`config.mk`:
```
export PLATFORM = sky130hd
export DESIGN_NAME = i2s_tx_flat
export DESIGN_NICKNAME = d
export VERILOG_FILES = /design/src/rtl/i2s_tx_if.sv /design/src/rtl/i2s_tx.sv /design/src/flat_wrapper.sv
export SDC_FILE = /design/constraint.sdc
export NUM_CORES = 1
export LEC_CHECK = 0
export ABC_AREA = 1
export CAP_MARGIN = 25
export CELL_PAD_IN_SITES_DETAIL_PLACEMENT = 0
export CELL_PAD_IN_SITES_GLOBAL_PLACEMENT = 1
export CORE_AREA = 3 3 150 152
export DETAILED_ROUTE_END_ITERATION = 7
export DIE_AREA = 0 0 153 155
export PLACE_DENSITY = 0.86
export SYNTH_ARGS = -nofsm -noshare
export SYNTH_HDL_FRONTEND = slang
export SYNTH_SLANG_ARGS = --single-unit
```
`constraint.sdc`:
```
create_clock -name sclk -period 1.6 [get_ports sclk]
set_input_delay 0.24 -clock sclk [delete_from_list [all_inputs] [get_ports sclk]]
set_output_delay 0.24 -clock sclk [all_outputs]
set_load 0.01 [all_outputs]
```
`src/rtl/i2s_tx_if.sv`:
```
// Sample-pair handshake bundle for the I2S transmitter.
// The master offers a stereo pair; the slave owns s_ready.
interface i2s_tx_if #(
  parameter int AUDIO_DW = 32
) ();
  logic [AUDIO_DW-1:0] left_in;
  logic [AUDIO_DW-1:0] right_in;
  logic                s_valid;
  logic                s_ready;

  modport master (
    output left_in,
    output right_in,
    output s_valid,
    input  s_ready
  );

  modport slave (
    input  left_in,
    input  right_in,
    input  s_valid,
    output s_ready
  );
endinterface

```
`src/rtl/i2s_tx.sv`:
```
// I2S master transmitter: one-pair holding buffer, MSB-first
// serialiser and lrclk generation, all on posedge sclk.
module i2s_tx #(
  parameter int AUDIO_DW = 32
) (
  input  logic    sclk,
  input  logic    rst,
  input  logic    en,
  i2s_tx_if.slave s,
  output logic    lrclk,
  output logic    sdata,
  output logic    underrun,
  output logic    busy
);
  localparam int FW = 2 * AUDIO_DW;
  localparam int CW = $clog2(FW);

  typedef enum logic [1:0] {
    IDLE,
    RUN,
    DRAIN
  } state_t;

  state_t              state;
  logic [CW-1:0]       cnt;
  logic [FW-1:0]       sh;
  logic [AUDIO_DW-1:0] buf_l;
  logic [AUDIO_DW-1:0] buf_r;
  logic                buf_full;
  logic                last;
  logic                e0;
  logic                take;

  assign last = (cnt == CW'(FW - 1));
  assign e0   = en & ((state == IDLE) |
                      ((state == RUN) & last));
  assign take = s.s_valid & s.s_ready;

  always_ff @(posedge sclk) begin
    if (rst) begin
      state     <= IDLE;
      cnt       <= '0;
      sh        <= '0;
      lrclk     <= 1'b0;
      sdata     <= 1'b0;
      underrun  <= 1'b0;
      busy      <= 1'b0;
      buf_full  <= 1'b0;
      buf_l     <= '0;
      buf_r     <= '0;
      s.s_ready <= 1'b1;
    end else begin
      underrun <= 1'b0;
      // A frame edge drains the buffer; that blocks any
      // same-edge transfer because s_ready is low then.
      if (e0 && buf_full) begin
        buf_full  <= 1'b0;
        s.s_ready <= 1'b1;
      end else if (take) begin
        buf_full  <= 1'b1;
        s.s_ready <= 1'b0;
        buf_l     <= s.left_in;
        buf_r     <= s.right_in;
      end

      if (e0) begin
        state    <= RUN;
        busy     <= 1'b1;
        cnt      <= '0;
        lrclk    <= 1'b0;
        sdata    <= sh[FW-1];
        sh       <= buf_full ? {buf_l, buf_r} : '0;
        underrun <= ~buf_full;
      end else begin
        unique case (state)
          IDLE: begin
            busy  <= 1'b0;
            cnt   <= '0;
            sh    <= '0;
            lrclk <= 1'b0;
            sdata <= 1'b0;
          end
          RUN: begin
            sdata <= sh[FW-1];
            sh    <= sh << 1;
            if (last) begin
              state <= DRAIN;
              lrclk <= 1'b0;
            end else begin
              cnt   <= cnt + CW'(1);
              lrclk <= (cnt >= CW'(AUDIO_DW - 1));
            end
          end
          DRAIN: begin
            state <= IDLE;
            busy  <= 1'b0;
            cnt   <= '0;
            sh    <= '0;
            lrclk <= 1'b0;
            sdata <= 1'b0;
          end
          default: begin
            state <= IDLE;
            busy  <= 1'b0;
          end
        endcase
      end
    end
  end
endmodule

```
`src/flat_wrapper.sv`:
```
// flat-port wrapper written by rule: the top's interface ports become plain ports
module i2s_tx_flat 
#(
  parameter int AUDIO_DW = 32
)
  (sclk, rst, en, lrclk, sdata, underrun, busy, s_left_in, s_right_in, s_s_valid, s_s_ready);
  i2s_tx_if #(.AUDIO_DW(AUDIO_DW)) s_i ();
  input  logic sclk;
  input  logic rst;
  input  logic en;
  output logic lrclk;
  output logic sdata;
  output logic underrun;
  output logic busy;
  input wire logic [$bits(s_i.left_in)-1:0] s_left_in;
  input wire logic [$bits(s_i.right_in)-1:0] s_right_in;
  input wire logic [$bits(s_i.s_valid)-1:0] s_s_valid;
  output wire logic [$bits(s_i.s_ready)-1:0] s_s_ready;
  assign s_i.left_in = s_left_in;
  assign s_i.right_in = s_right_in;
  assign s_i.s_valid = s_s_valid;
  assign s_s_ready = s_i.s_ready;
  i2s_tx #(.AUDIO_DW(AUDIO_DW)) u_core (.sclk(sclk), .rst(rst), .en(en), .s(s_i), .lrclk(lrclk), .sdata(sdata), .underrun(underrun), .busy(busy));
endmodule
```
Yosys cells after proc, flatten, opt, wreduce, memory -nomap -nowiden
Index checks and enable logic that the tools add are counted.
Widths: inputs -> output; s select.
- register bits: 142
- logic and storage cells: 56
- input port bits: 68
- output and inout port bits: 5
- add/sub/neg operators: 1
- reduce and logical (&&, ||, !) cells: 12
- mux-type cells: 14
- $lt $le $gt $ge: 1
- equal/unequal tests: 8
- bitwise gates (word level): 8
- operators with widths (operator ; count):
    $mux 64 ; 2
    $pmux 64 s2 ; 1
    $pmux 6 s2 ; 1
    $reduce_and 2->1 ; 4
    $reduce_or 2->1 ; 4
    $add 6x1->6 const B ; 1
    $eq 6x6->1 const B ; 1
    $ge 6x5->1 const B ; 1
    $mux 6 ; 1
    $ne 2x1->1 const B ; 3
    $mux 1 ; 5
    $not 1->1 ; 4
    $pmux 1 s2 ; 2
    $pmux 2 s2 ; 1
    $and 1x1->1 ; 3
    $ne 3x1->1 const B ; 1
    $reduce_bool 3->1 ; 1
    $eq 2x1->1 const B ; 1
    $eq 2x2->1 const B ; 1
    $logic_not 2->1 ; 1
    $mux 2 ; 1
    $ne 2x2->1 const B ; 1
    $reduce_bool 2->1 ; 1
    $logic_and 1x1->1 ; 1
    $or 1x1->1 ; 1

Longest topological paths before layout
- word-level depth: 7
- depth in mapped cells: 10
- depth with buffers taken out: 9

Least setup slack after synthesis
No wires, ideal clock.
- kind: reg-to-reg
- from: register u_core.cnt[0]
- to: register u_core.buf_r[12]
- data required time: 1.485 ns
- cell stages (with the launch flop): 9
- buffers on the path: 2
- path slack: 0.007 ns
- setup time: 0.115 ns
- data arrival time: 1.478 ns
- clock period less this slack: 1.593 ns
- cell sequence: dfxtp_1 -> ha_1 -> nand3_1 -> o21bai_2 -> nand3_1 -> buf_4 -> buf_2 -> a21oi_1 -> nor2_1
- longest elaborated chain between the ends: 7
- ends and longest elaborated chain (item ; line ; text):
    from (decl) ; i2s_tx.sv:25 ; logic [CW-1:0] cnt;
    from (signal assigned) ; i2s_tx.sv:90 ; cnt <= cnt + CW'(1);
    $eq 6x6->1 ; i2s_tx.sv:34 ; assign last = (cnt == CW'(FW - 1));
    $and 1x1->1 ; i2s_tx.sv:36 ; ((state == RUN) & last));
    $or 1x1->1 ; i2s_tx.sv:35 ; assign e0 = en & ((state == IDLE) |
    $and 1x1->1 ; i2s_tx.sv:35 ;
    $logic_and 1x1->1 ; i2s_tx.sv:56 ; if (e0 && buf_full) begin
    $not 1->1 (no source line) ; -- ;
    $reduce_and 2->1 (no source line) ; -- ;
    to (signal assigned) ; i2s_tx.sv:63 ; buf_r <= s.right_in;
    to (decl) ; i2s_tx.sv:28 ; logic [AUDIO_DW-1:0] buf_r;
No other way between the ends.
A chain may end at the register's enable or synchronous reset.

Worst setup path after layout
- from: register u_core.cnt[0]
- to: register u_core.buf_r[21]
The elaborated chain is that of the path after synthesis.

==> run_results.csv <==
group,metric,value,unit
power,power_density,894,nW/µm²
sta,final.period_utilization,102,%
sta,fin_skew,6.82,ps
finish,synthToLayoutAreaGrowth,30.6,%
grt,grt_use_total,15.9,%
yosys,synth-async-reset-ratio,0,%
finish,nets,1385,
critical_path,cp-end-kind,"flop",
sta,slew_headroom,62.8,%
floorplanning,dieHeight,155,µm
detailed_routing,avgViaCountPerCell,4.64,
finish,mostFrequentLayoutCells,"333 x nand2_1, 198 x inv_1, 197 x nor2_1",
power,p_int,6520,µW
clocking,cts_made_buffers,17,
sta,hold_violations,0,
power,swShare,26.9,%
power,irDropWorstVdd,0.515,mV
finish,final_cells,1603,
sta,holdWs,252,ps
detailed_routing,drc_errors,0,
critical_path,crit_fanout,14,
floorplanning,coreArea,21200,µm²
clocking,clkSinkCount,142,
yosys,yosysWarningCount,0,
detailed_routing,ant_nets,0,
yosys,syn-instance-count,1255,
detailed_routing,drtPass1Iterations,5,
min_path,hold_path_class,"in -> reg",
detailed_routing,wire_per_inst,12.0,µm
sta,rsz0062_at_grt,"true",
sta,finalSetupViolCount,19,
place,dp_hpwl,11.4,mm
critical_path,crit_type,"reg -> reg",
yosys,syn-cell-area,7640,µm²
sta,setup_slack,-37.2,ps
yosys,syn-num-nets,1324,
sta,tightest_slew,557,ps
yosys,synth.avg_cell_area,6.08,µm²
power,p_seq_share,43.1,%
floorplanning,die-area,23700,µm²
job,max-cap-violations,0,
yosys,synth-edff-count,0,
run_status,status,"finished, violations left",
yosys,ys_seq_area_share,37.2,%
place,place.gp.congestion,0.752,
finish,final_common_cell,"nand2_1",
detailed_routing,drt-total-wl,19.3,mm
place,portBuffers,72,
sta,slew_violations,0,
power,p_leak,0.00550,µW
place,place_inst,1559,
grt,grt_first_pass_wirelength,31.9,mm
critical_path,start_kind,"flop",
floorplanning,num_rows,53,
clocking,worstSkewPairLatency,420,ps
yosys,ys_types,21,
sta,max_freq,0.611,GHz
critical_path,crit_arrival,1960,ps
grt,grt_overflow,0,
clocking,cts_tree,"yes",
critical_path,cp.required,1920,ps
clocking,htreeDepth,4,
power,power.share.combinational,15.5,%
floorplanning,start_util,36.1,%
run_status,violations,"negative setup slack",
detailed_routing,drtIter0Drc,409,
grt,antenna_found_initial,0,
grt,grt_max_degree,57,
detailed_routing,vias,7433,
sta,finalCriticalPeriod,1640,ps
clocking,clock_path_buffers,2,
power,p_clk_share,41.4,%
yosys,ys_ff_latch,142,
power,p_sw,2390,µW
floorplanning,die_w,153,µm
clocking,root_buffer,"clkbuf_16",
floorplanning,io_pins,73,
clocking,clk_pin_slew_worst_paths,60,ps
grt,grt_pass1_vias,6912,
yosys,synth_ff_type,"dfxtp_1",
finish,layout-drive-gt1-share,12.0,%
finish,n_antenna_cell,0,
power by group through the flow:
stage	Sequential [µW]	Combinational [µW]	Clock, µW
after floorplan	3870	756	0
after global placement	3910	1210	0
final	3840	1380	3690
after detailed placement	3900	1220	0
after global routing	3860	1540	3900
after CTS	3830	1260	3780
synthesized netlist by cell type (2+ instances only):
library cell,number,share of area [%]
buf_4,6,0.59
nand3_1,133,8.7
nand2_1,339,17
buf_1,9,0.44
a21oi_1,72,4.7
buf_6,4,0.59
nand4_1,3,0.25
buf_2,15,0.98
nand3b_1,64,6.3
xor2_1,2,0.23
nor2_1,201,9.9
clkbuf_1,58,2.9
nor3_1,2,0.13
dfxtp_1,142,37
inv_1,199,9.8
metrics by stage:
stage / total power [µW] / TNS, ps / worst slack, ps / util, % / cell area (µm²)
after floorplan: 4630 / 0 / 7.04 / - / 7640
after global placement: 5120 / -10080 / -116 / 42.0 / 8890
after detailed placement: 5130 / -12260 / -152 / 42.0 / 8890
after CTS: 8860 / -8.26 / -3.59 / 45.1 / 9540
after global routing: 9300 / -5430 / -102 / 47.1 / 9970
final: 8910 / -287 / -37.2 / 47.1 / 9970
flip-flops by register name, summed over array words and instances, names as in the netlist, 2 cells and up:
register and cells:
u_core.sh 64, u_core.buf_l 32, u_core.buf_r 32, u_core.cnt 6
u_core.state 2
cells by family after synthesis:
family,after synthesis,synth area share [%]
adders and majority gates,1,0.164
xor gates and xnor gates,2,0.229
buffers and inverters,292,15.3
AOI/OAI and AO/OA,76,5.16
and+or+nand+nor,742,41.9
DFF,142,37.2
critical path: stages (launching register included):
cell and delay [ps]:
dfxtp_2 350, ha_4 150, nand3_4 90, o21bai_4 230
nand3_4 150, buf_12 190, clkbuf_16 170, a21oi_1 130
nor2_1 60
per-layer routing:
metal,track usage (%),routed length [µm]
met2,26.5,8590
met3,3.92,791
met5,0,0
met1,20.1,9520
met4,5.26,367
final timing paths:
check | start | to | slack, ps | cells after the start
setup reg to reg | u_core.cnt[0] | u_core.buf_r[21] | -40 | 8
hold reg to reg | u_core.buf_r[7] | u_core.buf_r[7] | 470 | 2
setup / recovery | u_core.cnt[0] | u_core.buf_r[21] | -40 | 8
hold / removal | rst | u_core.buf_full | 250 | 3
cell type report:
class / instances / area, µm²
clock inverters: 12 / 97.6
clock buffers: 19 / 443
well taps: 275 / 344
repair buffers: 134 / 1550
flip-flops and latches: 142 / 2850
inverters: 200 / 753
multi-input cells: 821 / 3940
fillers: 2168 / 11200
timing repair:
item,in CTS,in global routing
resized for setup,12,59
pin swaps,2,24
hold buffers,0,0
endpoints found under the setup margin,84,126
buffers inserted,3,3
gates cloned,1,8
Power figures use the tool's default switching activity.
